===== src/rtl/eth_f_sync_pkg.sv =====
// Shared types, limits and helpers for the multibit status synchronizer family.
package eth_f_sync_pkg;

  localparam int unsigned DEPTH_MIN  = 2;
  localparam int unsigned STABLE_MIN = 1;
  localparam int unsigned GRAY_MAX_W = 256;

  typedef enum logic {
    FLUSH = 1'b0,
    TRACK = 1'b1
  } sync_state_e;

  // Gray-to-binary decode; narrower vectors are zero-extended by the caller.
  function automatic logic [GRAY_MAX_W-1:0] gray2bin(input logic [GRAY_MAX_W-1:0] g);
    logic [GRAY_MAX_W-1:0] b;
    b = '0;
    b[GRAY_MAX_W-1] = g[GRAY_MAX_W-1];
    for (int i = GRAY_MAX_W - 2; i >= 0; i--) begin
      b[i] = b[i+1] ^ g[i];
    end
    return b;
  endfunction

endpackage


===== src/rtl/eth_f_sync_chain.sv =====
// WIDTH x DEPTH synchronizer flop chain; the d input is a false path from any clock.
module eth_f_sync_chain #(
  parameter int unsigned      WIDTH     = 32,
  parameter int unsigned      DEPTH     = 3,
  parameter logic [WIDTH-1:0] RST_VALUE = '0
) (
  input  logic             clk,
  input  logic             reset,
  input  logic [WIDTH-1:0] d,
  output logic [WIDTH-1:0] q
);

  (* async_reg = "true", dont_touch = "true" *)
  logic [WIDTH-1:0] stage [DEPTH];

  always_ff @(posedge clk) begin
    if (reset) begin
      for (int i = 0; i < int'(DEPTH); i++) begin
        stage[i] <= RST_VALUE;
      end
    end else begin
      stage[0] <= d;
      for (int i = 1; i < int'(DEPTH); i++) begin
        stage[i] <= stage[i-1];
      end
    end
  end

  assign q = stage[DEPTH-1];

endmodule


===== src/rtl/eth_f_multibit_sync_qual.sv =====
// Multibit status synchronizer with stability qualification, optional gray decode,
// change strobe/mask and a saturating update counter.
module eth_f_multibit_sync_qual
  import eth_f_sync_pkg::*;
#(
  parameter int unsigned      WIDTH         = 32,
  parameter int unsigned      DEPTH         = 3,
  parameter int unsigned      STABLE_CYCLES = 4,
  parameter int unsigned      GRAY          = 0,
  parameter logic [WIDTH-1:0] RST_VALUE     = '0,
  parameter int unsigned      CNT_W         = 16
) (
  input  logic             clk,
  input  logic             reset,
  input  logic [WIDTH-1:0] din,
  output logic [WIDTH-1:0] dout,
  output logic             dout_valid,
  output logic             change_pulse,
  output logic [WIDTH-1:0] change_mask,
  output logic [CNT_W-1:0] upd_cnt
);

  localparam int unsigned NW = $clog2(STABLE_CYCLES + 1);
  localparam int unsigned FW = $clog2(DEPTH + 1);

  if (DEPTH < DEPTH_MIN) begin : g_depth_chk
    $error("DEPTH must be >= %0d", DEPTH_MIN);
  end
  if (STABLE_CYCLES < STABLE_MIN) begin : g_stable_chk
    $error("STABLE_CYCLES must be >= %0d", STABLE_MIN);
  end
  if ((GRAY != 0) && (WIDTH > GRAY_MAX_W)) begin : g_gray_chk
    $error("WIDTH must be <= %0d when GRAY=1", GRAY_MAX_W);
  end

  sync_state_e      state, state_nxt;
  logic [WIDTH-1:0] s, c, c_nxt, c_dec;
  logic [NW-1:0]    n, n_nxt;
  logic [FW-1:0]    f, f_nxt;
  logic             qualify_c;

  eth_f_sync_chain #(
    .WIDTH     (WIDTH),
    .DEPTH     (DEPTH),
    .RST_VALUE (RST_VALUE)
  ) u_chain (
    .clk   (clk),
    .reset (reset),
    .d     (din),
    .q     (s)
  );

  if (GRAY != 0) begin : g_gray
    assign c_dec = WIDTH'(gray2bin(GRAY_MAX_W'(c)));
  end else begin : g_bin
    assign c_dec = c;
  end

  // FLUSH lets RST_VALUE drain out of the chain before any candidate is tracked.
  always_comb begin
    state_nxt = state;
    c_nxt     = c;
    n_nxt     = n;
    f_nxt     = f;
    qualify_c = 1'b0;
    case (state)
      FLUSH: begin
        f_nxt = f + FW'(1);
        if (f == FW'(DEPTH - 1)) begin
          state_nxt = TRACK;
        end
      end
      TRACK: begin
        if (s != c) begin
          c_nxt = s;
          n_nxt = NW'(1);
        end else if (n < NW'(STABLE_CYCLES)) begin
          n_nxt = n + NW'(1);
        end
        qualify_c = (n == NW'(STABLE_CYCLES)) && (s == c) &&
                    ((c_dec != dout) || !dout_valid);
      end
      default: state_nxt = FLUSH;
    endcase
  end

  always_ff @(posedge clk) begin
    if (reset) begin
      state <= FLUSH;
      c     <= RST_VALUE;
      n     <= '0;
      f     <= '0;
    end else begin
      state <= state_nxt;
      c     <= c_nxt;
      n     <= n_nxt;
      f     <= f_nxt;
    end
  end

  // Publish stage: the first qualification always strobes, even if the value equals reset.
  always_ff @(posedge clk) begin
    if (reset) begin
      dout         <= RST_VALUE;
      dout_valid   <= 1'b0;
      change_pulse <= 1'b0;
      change_mask  <= '0;
      upd_cnt      <= '0;
    end else begin
      change_pulse <= qualify_c;
      change_mask  <= qualify_c ? (dout ^ c_dec) : '0;
      if (qualify_c) begin
        dout       <= c_dec;
        dout_valid <= 1'b1;
        if (upd_cnt != '1) begin
          upd_cnt <= upd_cnt + CNT_W'(1);
        end
      end
    end
  end

endmodule


===== config.mk =====
export PLATFORM = sky130hd
export DESIGN_NAME = eth_f_multibit_sync_qual
export DESIGN_NICKNAME = d
export VERILOG_FILES = /design/src/rtl/eth_f_sync_pkg.sv /design/src/rtl/eth_f_sync_chain.sv /design/src/rtl/eth_f_multibit_sync_qual.sv
export SDC_FILE = /design/constraint.sdc
export NUM_CORES = 1
export LEC_CHECK = 0
export CAP_MARGIN = 0
export CORE_MARGIN = 1
export CORE_UTILIZATION = 34
export CTS_CLUSTER_DIAMETER = 80
export DETAILED_ROUTE_END_ITERATION = 8
export PLACE_DENSITY = 0.55
export SLEW_MARGIN = 20
export SYNTH_ARGS = -nofsm -noshare
export SYNTH_HDL_FRONTEND = slang
export SYNTH_SLANG_ARGS = --single-unit

===== constraint.sdc =====
create_clock -name clk -period 2.7 [get_ports clk]
set_input_delay 0.54 -clock clk [delete_from_list [all_inputs] [get_ports clk]]
set_output_delay 0.54 -clock clk [all_outputs]
set_load 0.03 [all_outputs]

* Word level (Yosys, flattened, before mapping) *
Memory sizes are Yosys's and may differ from the RTL's.
Cells that the tools add are included.

storage, ports and cells
  register bits after elaboration = 120
  bits in writable memories = 96
  bits of input ports = 34
  output and inout port bits = 82
  word-level logic and storage cells = 45
  memories kept = 1

cells by class
  add/sub/neg operators = 3
  $lt $le $gt $ge = 1
  eq/ne operators = 6
  multiplexer cells = 11
  bitwise gates (word level) = 5
  reduce and logical (&&, ||, !) cells = 9

memories
  memory         depth  bits a word  read ports  clocked after memory_dff  wr ports  RTL line                source
  u_chain.stage  3      32           3           0                         3         eth_f_sync_chain.sv:14  logic [WIDTH-1:0] stage [DEPTH];

operator list
  cell                     number
  $mux W32                 3
  $ne A32 B32 Y1           2
  $eq A32 B32 Y1           1
  $xor A32 B32 Y32         1
  $add A16 B1 Y16 const B  1
  $ne A16 B16 Y1 const B   1
  $mux W1                  6
  $mux W3                  2
  $reduce_and A2 Y1        3
  $add A3 B1 Y3 const B    1
  $eq A3 B3 Y1 const B     1
  $lt A3 B3 Y1 const B     1
  $or A1 B1 Y1             3
  $add A2 B1 Y2 const B    1
  $eq A2 B2 Y1 const B     1
  $logic_and A1 B1 Y1      2
  $reduce_bool A2 Y1       1
  $reduce_or A2 Y1         1
  $logic_not A1 Y1         1
  $logic_or A1 B1 Y1       1
  $not A1 Y1               1

* Depth between registers and ports, before layout *
  depth in word-level cells = 6
  mapped depth = 10

* Cells and area by module *
A second synthesis with hierarchy kept.

second synthesis, totals
  cells, all modules = 784
  area total of the unflattened synthesis = 7758.7 um^2

modules (own cells, without submodules)
  module                    times used  cells each  area an instance (um^2)  seq. area each (um^2)
  eth_f_multibit_sync_qual  1           550         4918.5                   2402.3
  eth_f_sync_chain          1           234         2840.2                   1921.8

* Least setup slack after synthesis *
OpenSTA, ideal clock, no wires.

  kind = reg-to-reg
  start = reg upd_cnt[6]
  end = reg upd_cnt[5]
  library setup time = 0.116 ns
  arrival time = 2.064 ns
  slack = 0.520 ns
  cell stages (with the launch flop) = 9
  cells stage by stage = dfxtp_1 > nand2_1 > nor2_1 > and3_1 > nand4_1 > nor2_1 > clkbuf_1 > nor2_1 > a31o_2

on the way
  cells in the longest elaborated chain, start to end = 2

ends and longest elaborated chain
  what                         RTL line                         source
  start, declared              eth_f_multibit_sync_qual.sv:20   output logic [CNT_W-1:0] upd_cnt
  start signal, assigned       eth_f_multibit_sync_qual.sv:116  upd_cnt <= upd_cnt + CNT_W'(1);
  $ne A16 B16 Y1               eth_f_multibit_sync_qual.sv:115  if (upd_cnt != '1) begin
  $reduce_and A2 Y1 (no line)  --

Every way passes these cells.
A chain may end at the register's enable or synchronous reset.

* Worst setup path in the final report *
  start = reg c[27]
  end = reg upd_cnt[9]

on the way
  cells in the longest elaborated chain, start to end = 5
  elaborated cells between the ends (all ways) = 7

ends and longest elaborated chain
  what                                                              RTL line                                                        source
  start, declared                                                   eth_f_multibit_sync_qual.sv:37                                  logic [WIDTH-1:0] s, c, c_nxt, c_dec;
  start signal, assigned                                            eth_f_multibit_sync_qual.sv:95                                  c <= c_nxt;
  $eq A32 B32 Y1 / $ne A32 B32 Y1 (equally long branches)           eth_f_multibit_sync_qual.sv:80, eth_f_multibit_sync_qual.sv:81
  $logic_and A1 B1 Y1 / $logic_or A1 B1 Y1 (equally long branches)  eth_f_multibit_sync_qual.sv:80, eth_f_multibit_sync_qual.sv:81
  $logic_and A1 B1 Y1 (*)                                           eth_f_multibit_sync_qual.sv:80                                  qualify_c = (n == NW'(STABLE_CYCLES)) && (s == c) &&
  $mux W1 (*)                                                       eth_f_multibit_sync_qual.sv:66                                  case (state)
  $reduce_and A2 Y1 (no line) (*)                                   --

Mark *: on every way between the ends. The rest lies on a longest branch, timed or not.

==> impl_metrics.tcl <==
set metrics [dict create \
    rsz0062_at_grt "no" \
    routedWlPerCell_um 14.60 \
    power_density_nw_per_um2 693.7 \
    finalHoldViolCount 0 \
    synthCells 740 \
    yosysSeqAreaShare 0.5829 \
    cp_data_arrival_time_ps 2970 \
    p_switching_mw 1.500 \
    diodes 0 \
    cts_made_buffers 23 \
    clk_latency_ps 510 \
    synth.area.top_cells "dfxtp_1, nor2b_1, mux2i_1" \
    start_util 0.3496 \
    skew_ps 9.751 \
    vias_per_cell 4.500 \
    synth-seq-cells 216 \
    status "complete, no violations" \
    fp.dieH_um 149.7 \
    nNetsFinal 897 \
    clock-sinks 216 \
    clock_power_share 0.427 \
    avgSynthCellArea_um2 10.02 \
    peakVddDrop_v 0.0003382 \
    syn_area_um2 7418 \
    dieWidth_um 149.7 \
    root_buffer "clkbuf_16" \
    synth.area.mux_share 0.04756 \
    place_congestion 0.7703 \
    cts.clk_slew.worst_paths_ps 60 \
    clock_path_buffers 3 \
    path_buf_inv 1 \
    nFillCells 2121 \
    slowest_delay_ps 370 \
    layout-drive-gt1-share 0.07339 \
    crit_family "simple AND/OR/NAND/NOR gates" \
    ant_nets 0 \
    grt_pass1_vias 4851 \
    p_leak_nw 3.916 \
    grt_pass1_wl_mm 26.14 \
    core_um2 21220 \
    crit_path_end_kind "flop" \
    path_max_fanout 25 \
    synth_fa_ha_area_frac 0.006747 \
    seq_power_share 0.496 \
    numPortBuffers 115 \
    grt_usage 0.1506 \
    yosysWarningCount 0 \
    fin_setup_tns_ps 0 \
    synth.largest_area_cell "dfxtp_1" \
    synth.distinct_cells 36 \
    dr.pass1.iters 6 \
    setup_slack_ps 132.5 \
    dieArea_um2 22410 \
    post-route-drc-count 0 \
    worst_pin_slew_ps 728.0 \
    via_count 5162 \
    synth_edf_count 0 \
    synthArstFlopShare 0 \
    internal_power_mw 5.210 \
    grt_max_degree 166 \
    path_class "flop to flop" \
    finalInstanceArea_um2 9672 \
    antenna_found_initial 0 \
    crit_chain "xor2_1 -> nor4_1 -> nand4_1 -> nor2_2 -> nand4_1 -> buf_12 -> nor4_1 -> mux2_2" \
    drt_iter0_markers 229 \
    post-route-period-util 0.9509 \
    dp_slack_ps 78.26 \
    synth_top_family_by_area "simple AND/OR/NAND/NOR gates" \
    num_io_pins 116 \
    max_slew_margin 0.5147 \
    fmax_mhz 389.5 \
    synth_xor_area_frac 0.07674 \
    start_kind "flop" \
    synth-simple-area-share 0.2091 \
    synth_top_area_share 0.5829 \
    drt-total-wl_mm 16.75 \
    placed_area_um2 8969 \
    synth_top_flop_cell "dfxtp_1" \
    hold_class "input port to flop" \
    rows 53 \
    power.share.switching 0.2236 \
    worst_path_max_delay_cell "dfxtp_1" \
    area_growth_pct 30.38 \
    cts_tree "yes" \
    hpwl_mm 11.77 \
    syn-num-nets 778 \
    setup_viol 0 \
    synth_compound_area_frac 0.05094 \
    htreeDepth 1 \
    pwr-share-comb 0.077 \
    finalCriticalPeriod_ps 2567 \
    grt_overflow 0 \
    worstPathRequired_ps 3100 \
    max_cap_viol_count 0 \
    finalMaxSlewViolations 0 \
]
[layout by cell type (no fill, tap or decap), types with 3 or more instances in the layout]
cell type / netlist / routed
a21oi_1: 44 / 44
and3_1: 10 / 10
buf_12: 0 / 5
buf_4: 0 / 17
clkbuf_1: 33 / 7
clkbuf_16: 0 / 23
clkbuf_8: 0 / 4
clkdlybuf4s50_1: 0 / 114
clkinv_2: 0 / 3
dfxtp_1: 216 / 216
ha_1: 4 / 4
inv_1: 7 / 7
mux2i_1: 33 / 33
nand2_1: 75 / 75
nand3_1: 4 / 4
nand4_1: 17 / 17
nor2_1: 76 / 75
nor2b_1: 98 / 98
nor4_1: 11 / 9
o311ai_0: 3 / 3
o31ai_1: 5 / 5
o41ai_1: 3 / 3
or4_1: 6 / 6
xnor2_1: 28 / 28
xor2_1: 37 / 37
[synthesized netlist by cell type, types with 4 or more instances]
library cell / instances
nor2b_1: 98
or4_1: 6
o31ai_1: 5
buf_2: 7
mux2i_1: 33
and3_1: 10
nor4_1: 11
a21oi_1: 44
nand3_1: 4
xor2_1: 37
ha_1: 4
inv_1: 7
nand2_1: 75
xnor2_1: 28
clkbuf_1: 33
dfxtp_1: 216
nand4_1: 17
nor2_1: 76
[metal layers]
| layer | global-route usage | vias up | share of wire |
|---|---|---|---|
| met4 | 0.04242 | 0 | 0.020 |
| met3 | 0.02530 | 31 | 0.049 |
| met2 | 0.2435 | 126 | 0.46 |
| li1 | - | 2660 | - |
| met5 | 0 | - | 0 |
| met1 | 0.2058 | 2345 | 0.47 |
[power groups by stage]
stage / logic (mW) / registers, mW / clock network, mW
after floorplan: 0.331 / 3.38 / 0
after global placement: 0.513 / 3.40 / 0
after detailed placement: 0.514 / 3.40 / 0
after CTS: 0.515 / 3.33 / 2.95
after global routing: 0.567 / 3.34 / 3.08
final: 0.518 / 3.33 / 2.86
[through the flow]
step / hold slack (ps) / total power [mW] / std cells / utilization
2_1_floorplan: 413.8 / 3.713 / 740 / -
6_report: 360.8 / 6.710 / 1147 / 0.4558
3_3_place_gp: 423.3 / 3.910 / 1108 / 0.4226
5_1_grt: 373.7 / 6.984 / 1147 / 0.4558
4_1_cts: 352.4 / 6.794 / 1146 / 0.4547
3_5_place_dp: 421.2 / 3.913 / 1108 / 0.4226
[sequential cells by signal (all words and copies together) (netlist names)]
name,cells
f,2
change_mask,32
upd_cnt,16
u_chain.stage,96
state,1
change_pulse,1
dout,32
n,3
c,32
dout_valid,1
[timing repair]
action | CTS | global route
endpoints found under the setup margin | 0 | 5
setup buffers | 0 | 1
hold endpoints to repair | 0 | 0
hold buffers | 0 | 0
resized for setup | 0 | 3
[worst reg2reg max path, delay by kind of cell, from the launching register on]
| family | cells | cell delay, ps |
|---|---|---|
| xor+xnor | 1 | 190 |
| buf+inv | 1 | 210 |
| simple gates | 5 | 1310 |
| mux | 1 | 370 |
| flops | 1 | 370 |
[logic make-up (layout without fill, tap and decap cells)]
family | Yosys count | after routing
AO/OA/AOI/OAI | 64 | 64
XOR/XNOR | 65 | 65
adder cells (fa/ha/maj) | 4 | 4
buffers and inverters | 49 | 181
flip-flops | 216 | 216
multiplexers | 35 | 35
AND/OR/NAND/NOR | 307 | 307
[cell type report]
cell class	count	area, um2	share of cell area
flip-flops and latches	216	4324	0.4471
multi-input cells	475	2928	0.3027
repair buffers	136	1369	0.1415
clock buffers	34	656.9	0.06792
well taps	275	344.1	0.03558
inverters	7	26.28	0.002717
clock inverters	4	23.77	0.002458
[worst paths after layout]
check | startpoint | endpoint | slack (ps) | cells after the start
max | c[27] | upd_cnt[9] | 130 | 8
min | reset | upd_cnt[6] | 360 | 2
max reg2reg | c[27] | upd_cnt[9] | 130 | 8
min reg2reg | u_chain.stage[0][21] | u_chain.stage[0][53] | 430 | 1
Note: power is estimated with default switching activity, not from simulation.
